### config.mk
export PLATFORM = sky130hd
export DESIGN_NAME = mem_access_unit
export DESIGN_NICKNAME = d
export VERILOG_FILES = /design/src/rtl/mem_access_unit.sv
export SDC_FILE = /design/constraint.sdc
export NUM_CORES = 1
export LEC_CHECK = 0
export BUFFER_PORTS_ARGS = -buffer_cell sky130_fd_sc_hd__buf_2
export CORE_UTILIZATION = 40
export CTS_CLUSTER_SIZE = 16
export DETAILED_ROUTE_END_ITERATION = 12
export GPL_ROUTABILITY_DRIVEN = 0
export PLACE_DENSITY = 0.64
export RECOVER_POWER = 25
export SLEW_MARGIN = 30
export SYNTH_ARGS = -nofsm -noshare
export SYNTH_HDL_FRONTEND = slang
export SYNTH_SLANG_ARGS = --single-unit
export TNS_END_PERCENT = 30
### constraint.sdc
create_clock -name i_clk -period 2.3 [get_ports i_clk]
set_input_delay 0.345 -clock i_clk [delete_from_list [all_inputs] [get_ports i_clk]]
set_output_delay 0.345 -clock i_clk [all_outputs]
set_load 0.01 [all_outputs]
### src/rtl/mem_access_unit.sv
// Load/store initiator: byte-address requests to word-indexed memory, RMW for sub-word stores.
// Latency: load/word store 2, sub-word store 3, error 1 cycle; one request in flight, req_ready low while busy.
module mem_access_unit #(
  parameter int ADDR_LIMIT = 3100
) (
  input  logic        i_clk,
  input  logic        i_rst_n,
  input  logic        i_req_valid,
  output logic        o_req_ready,
  input  logic        i_req_write,
  input  logic [1:0]  i_req_size,
  input  logic        i_req_unsigned,
  input  logic [31:0] i_req_addr,
  input  logic [31:0] i_req_wdata,
  output logic        o_resp_valid,
  output logic [31:0] o_resp_rdata,
  output logic        o_resp_err,
  output logic [31:0] o_mem_Address,
  output logic [31:0] o_mem_WriteData,
  output logic        o_mem_MemWrite,
  output logic        o_mem_MemRead,
  input  logic [31:0] i_mem_ReadData
);

  typedef enum logic [2:0] {
    IDLE,
    READ,
    RMW_READ,
    WRITE,
    RESP
  } state_t;

  localparam logic [1:0]  SZ_BYTE   = 2'b00;
  localparam logic [1:0]  SZ_HALF   = 2'b01;
  localparam logic [1:0]  SZ_WORD   = 2'b10;
  localparam logic [29:0] LIMIT_IDX = 30'(ADDR_LIMIT);

  state_t      r_state;
  state_t      w_next_state;
  logic [1:0]  r_size;
  logic        r_unsigned;
  logic [29:0] r_word_idx;
  logic [1:0]  r_byte_off;
  logic [31:0] r_wdata;
  logic [31:0] r_merge;
  logic [31:0] r_rdata;
  logic        r_err;

  logic        w_req_err;
  logic        w_mem_rd;
  logic        w_mem_wr;
  logic [31:0] w_shifted;
  logic [31:0] w_load;
  logic [31:0] w_lane_mask;
  logic [31:0] w_lane_data;
  logic [31:0] w_merged;

  // Rejected requests never leave IDLE through a memory state.
  assign w_req_err = (i_req_size == 2'b11)
                   | ((i_req_size == SZ_HALF) & i_req_addr[0])
                   | ((i_req_size == SZ_WORD) & (i_req_addr[1:0] != 2'b00))
                   | (i_req_addr[31:2] > LIMIT_IDX);

  // Load lane extraction: bring the addressed lane down to bit 0, then extend.
  assign w_shifted = i_mem_ReadData >> {r_byte_off, 3'b000};

  always_comb begin
    w_load = i_mem_ReadData;
    case (r_size)
      SZ_BYTE: w_load = r_unsigned ? {24'h0, w_shifted[7:0]}
                                   : {{24{w_shifted[7]}}, w_shifted[7:0]};
      SZ_HALF: w_load = r_unsigned ? {16'h0, w_shifted[15:0]}
                                   : {{16{w_shifted[15]}}, w_shifted[15:0]};
      default: w_load = i_mem_ReadData;
    endcase
  end

  // Store data is right-aligned; replicate it so the mask alone picks the lane.
  always_comb begin
    w_lane_mask = 32'hFFFF_FFFF;
    w_lane_data = r_wdata;
    case (r_size)
      SZ_BYTE: begin
        w_lane_mask = 32'h0000_00FF << {r_byte_off, 3'b000};
        w_lane_data = {4{r_wdata[7:0]}};
      end
      SZ_HALF: begin
        w_lane_mask = r_byte_off[1] ? 32'hFFFF_0000 : 32'h0000_FFFF;
        w_lane_data = {2{r_wdata[15:0]}};
      end
      default: begin
        w_lane_mask = 32'hFFFF_FFFF;
        w_lane_data = r_wdata;
      end
    endcase
  end

  assign w_merged = (i_mem_ReadData & ~w_lane_mask) | (w_lane_data & w_lane_mask);

  always_comb begin
    w_next_state = r_state;
    w_mem_rd     = 1'b0;
    w_mem_wr     = 1'b0;
    case (r_state)
      IDLE: begin
        if (i_req_valid) begin
          if (w_req_err)                  w_next_state = RESP;
          else if (!i_req_write)          w_next_state = READ;
          else if (i_req_size == SZ_WORD) w_next_state = WRITE;
          else                            w_next_state = RMW_READ;
        end
      end
      READ: begin
        w_mem_rd     = 1'b1;
        w_next_state = RESP;
      end
      RMW_READ: begin
        w_mem_rd     = 1'b1;
        w_next_state = WRITE;
      end
      WRITE: begin
        w_mem_wr     = 1'b1;
        w_next_state = RESP;
      end
      RESP:    w_next_state = IDLE;
      default: w_next_state = IDLE;
    endcase
  end

  always_ff @(posedge i_clk) begin
    if (!i_rst_n) begin
      r_state    <= IDLE;
      r_size     <= 2'b00;
      r_unsigned <= 1'b0;
      r_word_idx <= 30'h0;
      r_byte_off <= 2'b00;
      r_wdata    <= 32'h0;
      r_merge    <= 32'h0;
      r_rdata    <= 32'h0;
      r_err      <= 1'b0;
    end else begin
      r_state <= w_next_state;
      case (r_state)
        IDLE: begin
          if (i_req_valid) begin
            r_size     <= i_req_size;
            r_unsigned <= i_req_unsigned;
            r_word_idx <= i_req_addr[31:2];
            r_byte_off <= i_req_addr[1:0];
            r_wdata    <= i_req_wdata;
            r_merge    <= i_req_wdata;
            r_rdata    <= 32'h0;
            r_err      <= w_req_err;
          end
        end
        READ:     r_rdata <= w_load;
        RMW_READ: r_merge <= w_merged;
        default:  ;
      endcase
    end
  end

  assign o_req_ready     = (r_state == IDLE);
  assign o_resp_valid    = (r_state == RESP);
  assign o_resp_rdata    = (r_state == RESP) ? r_rdata : 32'h0;
  assign o_resp_err      = (r_state == RESP) ? r_err : 1'b0;
  assign o_mem_MemRead   = w_mem_rd;
  assign o_mem_MemWrite  = w_mem_wr;
  assign o_mem_Address   = (w_mem_rd | w_mem_wr) ? {2'b00, r_word_idx} : 32'h0;
  assign o_mem_WriteData = w_mem_wr ? r_merge : 32'h0;

endmodule

==> results.txt, run 1 <==
The run finished with clean final reports. For the pin with the worst max-slew slack, the measured transition is around 810 ps. The total chip power is 5.89 mW. The via count of the routed design is 6928. The number of failing hold endpoints at the final stage came out at 0. The most critical setup path has its startpoint at r_state[1].

The via count of the first global-routing pass was 6340. Summed over all nets, the switching power comes to 1.55 mW. In this run, post-CTS hold repair placed 0 buffers. The number of library cell types mapped by synthesis came out at between 40 and 50.

The portion of the clock cycle consumed by the worst path in the final layout is between 90% and 100%. The delay of the slowest cell on the worst path is 450 ps. The peak supply drop is 0.539 mV. The endpoint arrival time on the critical path is 1740 ps. The biggest area contributor in the post-synthesis netlist is dfxtp_1. The data required time of the critical path came out at ~2000 ps. The clock reaches the later pin of the worst-skew pair after roughly 420 ps. The logic depth of the worst setup path including buffers is 4. The HPWL reported at the end of detailed placement came out at around 16 mm. The largest driver fanout on the critical path came out at 20. The share of synthesized registers carrying an async set or reset came out at 0%. The first detailed-routing pass ran for 5 iterations. The critical path is of the reg2out type. Compared with the post-synthesis result, the final layout area differs by 24.9%.

The power density relative to cell area came out at 681 mW/mm^2. Traced cell by cell, the critical path runs through buf_4 > nand2_1 > nand2b_1 > buf_2. The overall die width is 134 um. The initial antenna violation count is 0. The total length of routed wires is 22.2 mm. The clock tree synthesis step divided the H-tree into 4 levels. The share of the synthesized area in the top cell type is 39.0%. The kind of capture point of the worst setup path is a primary output.

The tightest min-delay check is of the in2reg type. slightly above 200 I/O pins were placed. The post-route antenna net violation count is 0.

The number of maximum-capacitance constraint violations is 0. The tree built by TritonCTS fans out to 135 sinks. Summing all non-filler instances in the final layout gives an area of roughly 0.0087 mm^2. The overall track demand over capacity in global routing is roughly 25%.

The start of the worst register-to-register path is r_state[2]. Setup repair after global routing left no endpoint under its margin. The slowest stage of the critical path is the dfxtp_1 cell. Between clock sinks in the finished design, the worst skew comes to approximately 8.1 ps. The sum of overflow across all layers after global routing came out at 0. The worst setup path is launched from a register.

The die height is 134 um. The post-synthesis sequential element count came out at 135. Summing every instance area after synthesis gives around 0.007 mm^2.

The routed wire length per instance came out at 17.0 um. The number of placed instances, taps included, is 1270. The count of buffer and inverter cells on the critical path came out at 2.

Of the cells placed in the final design, the portion with a size suffix greater than 1 is a little over a quarter. The highest achievable clock rate came out at approximately 480 MHz. Of the total power, combinational logic draws 12.1%. The instance area at placement is 0.00809 mm^2.

Yosys attributes the largest share of cell area to dfxtp_1 39%, nand2_1 12%, and3_1 6.6%. The remaining design rule violation count is 0. Setup slack on the worst reg-to-reg path comes out at 220 ps. The max-slew headroom at the worst pin came out at between 40% and 50%. The final max-slew violation count was 0. The number of setup buffers added after CTS is 0.

In this run the clock root is driven by a clkbuf_16. The pin count of the biggest net entering global routing is 66. Across the whole layout, storage elements account for 0.00271 mm^2. The number of warnings issued by yosys is 0.

TritonCTS built the clock tree. The multi-input combinational cell area is about 0.0039 mm^2. The most used flip-flop cell after synthesis is dfxtp_1.

Clock-pin slew was measured on the worst setup and hold paths at 60 ps. The die area came out at 0.0178 mm^2. The buffer depth of the longest clock path came out at 2. The final period demand of the worst path came out at 2080 ps. The gate count after technology mapping came out at 901. The number of cells on the worst reg-to-reg path is 4. The number of flops mapped to enable cells by yosys came out at 0.

The termination of the worst setup path is o_mem_MemRead. The count of port buffers added during placement came out at 201. The portion of total power attributed to sequential cells came out at about 43%. For this design the static power due to leakage is about 4 nW. Adding up every negative setup slack in the final design gives 0 ps. The floorplan row count came out at 47. The average vias per placed instance is 5.32. In this run the critical register-to-register path is captured at r_merge[5]. After synthesis, flip-flops and latches occupy between 30% and 40% of the total area.

The switching power as a share of total power came out at 26.3%. The synthesized area per cell is 7.68 um^2. The internal power is 4.34 mW. The clock network accounts for 45.1% of the total power. Setup violations remaining at the end of the flow were counted as 0. The most frequent cell after synthesis is nand2_1. The diode insertion count for antenna repair came out at 0. The core region is 0.0168 mm^2.

The initial standard-cell utilization of the core came out at between 40% and 50%. The final worst-path setup slack is between 200 and 250 ps. The first global-routing pass estimated 34.5 mm of wire. The post-layout net count is between 1000 and 1500. The detailed router finished its first iteration with 460 violations.

The number of fill cells in the layout is about 1600. Timing analysis after detailed placement gives a worst setup slack of 384 ps. The number of clock buffers inserted by TritonCTS is 17.

By count the netlist is led by 218 x nand2_1, 135 x dfxtp_1, 91 x a21oi_1, 73 x and3_1, 46 x clkbuf_1. On the critical path the largest part of the delay comes from flip-flops. The final cell count without fillers came out at 1302.
-- registers in the layout (all words and copies together), names as in the netlist --
| signal | count |
|---|---|
| r_wdata | 32 |
| r_word_idx | 30 |
| r_state | 3 |
| r_size | 2 |
| r_byte_off | 2 |
| r_err | 1 |
| r_rdata | 32 |
| r_unsigned | 1 |
| r_merge | 32 |
-- worst min-delay path by stage --
stage / cells after the start / startpoint / endpoint
2_1_floorplan: 2 / r_rdata[31] / r_rdata[31]
3_3_place_gp: 2 / r_rdata[19] / r_rdata[19]
3_5_place_dp: 2 / r_rdata[12] / r_rdata[12]
4_1_cts: 3 / i_req_addr[20] / r_word_idx[18]
5_1_grt: 3 / i_req_addr[13] / r_word_idx[11]
6_report: 3 / i_req_addr[10] / r_word_idx[8]
-- layout make-up --
class,count,area share (%)
inverters,3,0.130
repair buffers,224,14.0
well taps,220,3.18
clock buffers,20,5.16
flip-flops and latches,135,31.3
multi-input cells,688,44.8
clock inverters,12,1.49
-- metal layers --
metal  part of all wire [%]  GRT usage [%]
met1                     46           34.6
met2                     46           38.5
met3                    7.0           5.29
met4                    1.4           7.51
met5                      0              0
-- tightest hold or removal path: cells and delay by family --
| family | cells | cell delay (ps) |
|---|---|---|
| simple gates | 1 | 50 |
| buf+inv | 1 | 100 |
| compound gates | 1 | 50 |
-- through the flow --
stage / hold slack (ps) / utilization (%)
final: 169 / 51.6
after global routing: 167 / 51.6
after CTS: 156 / 51.7
after detailed placement: 434 / 48.3
after global placement: 428 / 48.3
after floorplan: 417 / -
-- kinds of logic after synthesis --
logic type	synth area share, %
AOI/OAI and AO/OA	18.5
buffers and inverters	5.01
DFF	39.0
muxes	7.35
other	0.0542
and+or+nand+nor	30.1
-- power groups by stage --
stage / clock, mW / combinational [mW] / sequential (mW)
after CTS: 2.69 / 0.711 / 2.52
after detailed placement: 0 / 0.706 / 2.57
after global routing: 2.82 / 0.782 / 2.53
after floorplan: 0 / 0.462 / 2.53
final: 2.66 / 0.710 / 2.52
after global placement: 0 / 0.700 / 2.57
-- what timing repair did --
item,4_1_cts,5_1_grt
gates resized for setup,1,2
setup endpoints to repair,1,1
pin swaps,0,0
-- cells in the final DEF (no fill, tap or decap), drive strengths merged --
cell type / instances
and2: 34
a22oi: 10
clkbuf: 24
a32oi: 2
a31oi: 17
clkinvlp: 3
nor3: 4
nor3b: 2
o211ai: 16
o211a: 8
nand3b: 1
nor2b: 26
mux2i: 34
nor4b: 1
or2: 1
a221oi: 7
a21o: 1
o2111ai: 1
clkinv: 7
nand3: 17
nor4: 4
bufinv: 2
o221ai: 7
nand2b: 6
and3: 73
nor2: 45
mux2: 15
a21oi: 93
dfxtp: 135
inv: 3
o31ai: 8
conb: 2
o21ba: 1
nand4: 2
o21ai: 30
buf: 220
nand2: 218
o21bai: 1
and4bb: 1
(Power assumes the default switching activity.)
==> inputs of run 2 (changes only) <==
- PLACE_DENSITY: 0.64 -> unset
==> run 2 against run 1 <==
Net effect: clock-buffer cell count is 2 higher; fmax shrank 2.6%; global-route usage rose by 0.21 points; worst setup slack worse by 56 ps; highest routed layer unchanged; critical path depth is the same; critical path type unchanged; non-clock buffer count increased by 4; largest power group unchanged; routed wire length up 0.45%; power shrank 1.9%; combinational power hardly changed; sequential power about the same; clock power fell by 4%.
==> results.txt, run 2 (synthesized netlist as in run 1, its figures left out) <==
The post-route cell area is between 0.008 and 0.009 mm^2. The initial standard-cell utilization of the core is 41.3%. Summed over all layers, the routed wires come to 22.3 mm. The flow ran to the end, and the final reports show no timing, DRC or antenna violations.

The count of H-tree levels built during CTS is 4. The initial antenna violation count is 1. The die is between 100 and 150 um tall. The highest achievable clock rate came out at 468 MHz.

The final worst-path setup slack is 163 ps. The termination of the worst setup path is o_mem_WriteData[14]. Along the worst path, the maximum fanout reaches 18. The via count of the first global-routing pass is around 6300. The starting DRC count in detailed routing came out at 530. In the layout the commonest cells are 217 x nand2_1, 201 x buf_2, 133 x dfxtp_1.

The minimum setup slack among reg-to-reg paths came out at 260 ps. The buffer depth of the longest clock path is 2. STA puts the critical path data required time at 1960 ps. The setup path with the least slack is of type reg2out. After detailed routing, the number of vias per cell comes to approximately 5.3. Counting every sink on the clock net gives between 100 and 150. The number of fill cells in the layout is between 1500 and 2000.

The accumulated negative setup slack came out at 0 ps. The largest registers in the layout are r_merge: 32 flops, r_rdata: 32 flops, r_wdata: 32 flops. Detailed placement ended at an HPWL of 16.2 mm. The routed wire length per instance is 17.1 um. The via count of the routed design is 6953. On the worst path, the slowest cell contributes a delay of 520 ps. The slowest stage of the critical path is the dfxtp_1 cell. After floorplanning, the core was sized to cover between 0.015 and 0.02 mm^2.

The final critical path takes up between 90% and 100% of the cycle. The leakage dissipation is 4.10 nW. In this run the worst hold path is classified as in2reg. The total chip power is between 5 and 6 mW. In this run the critical register-to-register path is captured at r_merge[1]. After detailed placement, the total cell area comes to between 0.008 and 0.009 mm^2. The post-layout net count is roughly 1200. The overall track demand over capacity in global routing is 25.1%. The relative area change from synthesis to final layout is 24.8%. The most frequent standard cell in the layout excluding fill and tap cells is nand2_1.

The critical path starts at r_state[0]. Measured on the finished design, the core utilization comes to between 50% and 60%. From left edge to right edge, the die measures roughly 130 um. The number of search-and-repair iterations in the first detailed-routing pass came out at 5. The number of cells on the worst reg-to-reg path came out at 4.

Max-cap violations in this run came to 0. The worst register-to-register path begins at r_state[0]. The post-route antenna net violation count came out at 0. The worst setup path is launched from a register. The actual transition at the worst max-transition pin is 798 ps.

The cell sitting at the root of the clock tree is a clkbuf_16. The final max-slew violation count is 0. The clock tree from TritonCTS is done.

The number of clock buffers inserted by TritonCTS is 17. The later pin in the worst-skew pair is clocked with a latency of 420 ps. On the final layout, the worst hold slack is 174 ps. 204 I/O pins were placed. The count of port buffers added during placement came out at 201. Setup repair after global routing left no endpoint under its margin. Traced cell by cell, the critical path runs through nor2b_2 > buf_4 > and3_1 > buf_2.

Across the routed clock network, the largest skew measured is 9.39 ps. The placed cell count is 1274. In this run the power density over the cells is 669 mW/mm^2. The diode insertion count for antenna repair came out at 0. The endpoint arrival time on the critical path is 1790 ps. The pre-CTS setup slack came out at 365 ps. The setup-violating endpoint count in the final report is 0.

Entering global routing, the biggest net connects 60 pins. STA classifies the critical path endpoint as a primary output. The final period demand of the worst path came out at around 2100 ps. The peak supply drop came out at ~0.55 mV.

The first-pass GRT wire length is 34.9 mm. The quantity of hold-fixing buffers added after cts is 0. The sum of overflow across all layers after global routing came out at 0. The floorplan row count came out at 47. The max-slew headroom at the worst pin is 46.8%. The fraction of final layout cells with drive strength greater than 1 came out at 26.4%. The number of failing hold endpoints at the final stage came out at 0. For this run, design rule violations remaining after detail routing come to 0.

The clock slew at the register clock pins of the worst setup and hold paths is around 60 ps. The die area came out at around 0.018 mm^2. The final cell count without fillers came out at 1306.
## run 2: cell count changes in the layout (fill, tap and decap cells not counted), sizes merged
cell / delta
buf: +4
clkinvlp: -3
clkinv: +2
bufinv: -1
clkbuf: +2
## run 2: per-layer routing
metal | track usage, % | routed length, um
met1 | 36.0 | 10700
met3 | 5.18 | 1460
met5 | 0 | 0
met2 | 36.8 | 9690
met4 | 9.53 | 472
## run 2: where the power goes
part	internal, mW	switching (mW)
logic	0.277	0.436
registers	2.44	0.0758
clock network	1.53	1.02
total	4.25	1.53
## run 2: final cells by class
type | count | area (um^2) | area share, %
tap | 220 | 275 | 3.19
multi-input combinational | 688 | 3870 | 44.8
sequential | 135 | 2710 | 31.3
clock buffer | 22 | 464 | 5.37
inverter | 3 | 11.3 | 0.130
timing repair buffer | 228 | 1230 | 14.2
clock inverter | 10 | 78.8 | 0.912
## run 2: critical path, delay by kind of cell, from the launching register on
family | cells | cell delay [ps]
flip-flops | 1 | 520
buffers and inverters | 2 | 380
AND/OR/NAND/NOR | 2 | 460
## run 2: worst min path at each step
stage,startpoint,to,cells past startpoint
5_1_grt,i_req_addr[22],r_word_idx[20],3
6_report,i_req_addr[26],r_word_idx[24],3
2_1_floorplan,r_rdata[31],r_rdata[31],2
3_3_place_gp,r_rdata[13],r_rdata[13],2
3_5_place_dp,r_rdata[27],r_rdata[27],2
4_1_cts,i_req_unsigned,r_unsigned,3
## run 2: repair_timing
item / in CTS / in global routing
buffers inserted: 0 / 0
setup endpoints to repair: 0 / 31
resized for setup: 0 / 3
==> inputs of run 3 (changes only) <==
- CORE_UTILIZATION: 40 -> 44
- PLACE_DENSITY: unset -> 0.7
==> run 3 against run 2 <==
Net effect: largest cell class unchanged; die area shrank 9.0%; largest power group unchanged; utilization grew 5.0 points; non-clock buffer count shrank 2; clock power is essentially flat; first-iteration DRC count shrank 2.1%; clock skew is essentially flat; worst setup slack lost 30 ps; sequential power is essentially flat.
==> results.txt, run 3 (synthesized netlist as in run 1, its figures left out) <==
The highest achievable clock rate is 462 MHz. The power density relative to cell area came out at a little under 700 mW/mm^2. The most frequent standard cell in the layout excluding fill and tap cells is nand2_1. TritonCTS built the clock tree. The number of failing hold endpoints at the final stage is 0. From synthesis to final layout, the design area changed by 24.7%.

Measured against its own limit, the worst slew margin works out to 39.0%. Sequential cells burn 43.5% of the power. For this block, the initial DRC count from the detailed router was 519. The cell with the largest stage delay on the worst path is dfxtp_1. The overall die width came out at roughly 130 um. The post-layout net count is 1174.

The analysis attributes to cell leakage a power of just over 4 nW. The floorplan step defined a die boundary enclosing roughly 0.016 mm^2. For this design the top-level I/O count stands at 204. The first-pass GRT wire length is about 34 mm. The worst clock skew is ~9.8 ps.

In the finished design, the share of the clock period the worst path needs comes to 94.2%. The post-route antenna net violation count came out at 0. The die height is 127 um. The HPWL reported at the end of detailed placement came out at 15.3 mm. The remaining design rule violation count came out at 0. The tightest min-delay check is of the in2reg type. The buffer depth of the longest clock path came out at 2. The number of antenna diodes in the final layout is 0. The setup-violating endpoint count in the final report came out at 0. The critical path is of the reg2out type.

The endpoint arrival time on the critical path is 1820 ps. The switching power as a share of total power is 25.9%. The clock network fraction of design power came out at 44.5%.

The floorplan row count came out at 45. Traced cell by cell, the critical path runs through buf_6 > nor2_1 > nand2_1 > nand2b_1 > buf_2. The worst setup path is captured at a primary output.

The peak supply drop is 0.525 mV. Global routing used 26.6% of the available tracks across all layers. The worst hold path terminates at r_unsigned. The endpoint identified for the worst register-to-register timing path is r_merge[20]. The routed wire length per instance is 16.5 um. The power dissipated by switching net loads came out at approximately 1.5 mW. The via count of the first global-routing pass is 6357. Setup repair after global routing left no endpoint under its margin. The number of maximum-capacitance constraint violations came out at 0. The count of port buffers added during placement is 201. The part of the power in combinational logic is 12.0%. The source-to-sink clock delay at the later pin of the worst-skew pair is 420 ps. At the pin with the least slew margin, the transition time is 915 ps. The number of cells on the worst reg-to-reg path is 7. STA classifies the critical path startpoint as a register. The tree is rooted in a clkbuf_16. The filler cells instantiated in the layout total 1538.

The count of H-tree levels built during CTS is 4. The quantity of hold-fixing buffers added after cts is 0. Power comes to 5.81 mW. The internal power came out at about 4.3 mW. The number of search-and-repair iterations in the first detailed-routing pass is 5. The average vias per placed instance is 5.40.

Buffers added to address setup during post-CTS repair amount to 0. The sum of overflow across all layers after global routing is 0. The final max-slew violation count is 0.

The total length of routed wires came out at 21.3 mm. The accumulated negative setup slack came out at 0 ps. The pin count of the biggest net entering global routing came out at 77. The largest driver fanout on the critical path came out at 35. Of the cells placed in the final design, the portion with a size suffix greater than 1 is 26.3%. After layout, the minimum clock period comes to 2170 ps.

In this run the critical register-to-register path is launched from r_state[1]. The largest registers in the layout are r_merge: 32 flops, r_rdata: 32 flops, r_wdata: 32 flops. The worst hold path begins at i_req_unsigned. On the worst path, the slowest cell contributes a delay of around 550 ps. The setup check on the worst reg-to-reg path leaves a slack of 170 ps. The number of clock buffers added by TritonCTS is 17.

In the layout the commonest cells are 217 x nand2_1, 201 x buf_2, 133 x dfxtp_1. The run finished with clean final reports. The worst hold path depth came out at 3. The clock slew at the register clock pins of the worst setup and hold paths is approximately 60 ps. The via count of the routed design is 6986. The initial antenna violation count came out at 1. Data on the critical path is required at its endpoint by 1960 ps. The standard cell core area came out at 0.0153 mm^2. The initial standard-cell utilization of the core came out at 45.4%. The CTS sink count came out at between 100 and 150.
[run 3: cell count changes in the layout (fill, tap and decap cells not counted), sizes merged]
cell and change:
clkinvlp +3, clkbuf -2, clkinv -5, buf +1
[run 3: power groups by stage]
| stage | clock, mW | combinational [mW] | sequential, mW |
|---|---|---|---|
| floorplan | 0 | 0.462 | 2.53 |
| CTS | 2.62 | 0.699 | 2.52 |
| global placement | 0 | 0.687 | 2.57 |
| finish | 2.58 | 0.700 | 2.52 |
| detailed placement | 0 | 0.694 | 2.57 |
| global route | 2.73 | 0.769 | 2.54 |
[run 3: worst max-delay path by stage]
| stage | start | endpoint | slack [ps] |
|---|---|---|---|
| 2_1_floorplan | r_state[2] | r_merge[22] | 630 |
| 3_3_place_gp | r_state[2] | r_rdata[10] | 440 |
| 3_5_place_dp | r_state[1] | r_merge[27] | 370 |
| 4_1_cts | r_state[2] | o_mem_MemRead | 50 |
| 5_1_grt | r_state[2] | o_mem_MemRead | 20 |
| 6_report | r_state[2] | o_mem_MemRead | 130 |
[run 3: worst max-delay path, delay by kind of cell (launching register included)]
| family | cells | cell delay (ps) |
|---|---|---|
| and+or+nand+nor | 3 | 420 |
| buffers and inverters | 2 | 420 |
| DFF | 1 | 550 |
[run 3: final cells by class]
class	count	area [um^2]	area share, %
multi-input cells	688	3880	45.0
flip-flops and latches	135	2710	31.3
repair buffers	226	1210	14.0
clock buffers	23	488	5.65
well taps	211	264	3.06
clock inverters	8	72.6	0.840
inverters	3	11.3	0.130
[run 3: what timing repair did]
| item | CTS | global route |
|---|---|---|
| setup endpoints to repair | 0 | 27 |
| resized for setup | 0 | 2 |
| hold endpoints to repair | 0 | 0 |
[run 3: routing by layer]
metal,vias up,part of all wire [%],track usage [%]
met5,-,0.042,0
met4,2,2.4,10.3
met3,38,7.9,6.87
met2,284,44,40.5
met1,3207,46,36.1
li1,3455,-,-
[run 3: through the flow]
step           worst slack, ps  utilization (%)  hold WS (ps)  std cells  area, um^2
5_1_grt                   19.4             56.6           171       1294        8630
3_5_place_dp               372             53.0           435       1263        8080
6_report                   134             56.6           163       1294        8630
3_3_place_gp               438             53.0           428       1263        8080
4_1_cts                   51.3             56.6           155       1294        8640
2_1_floorplan              634                -           417        902        6930
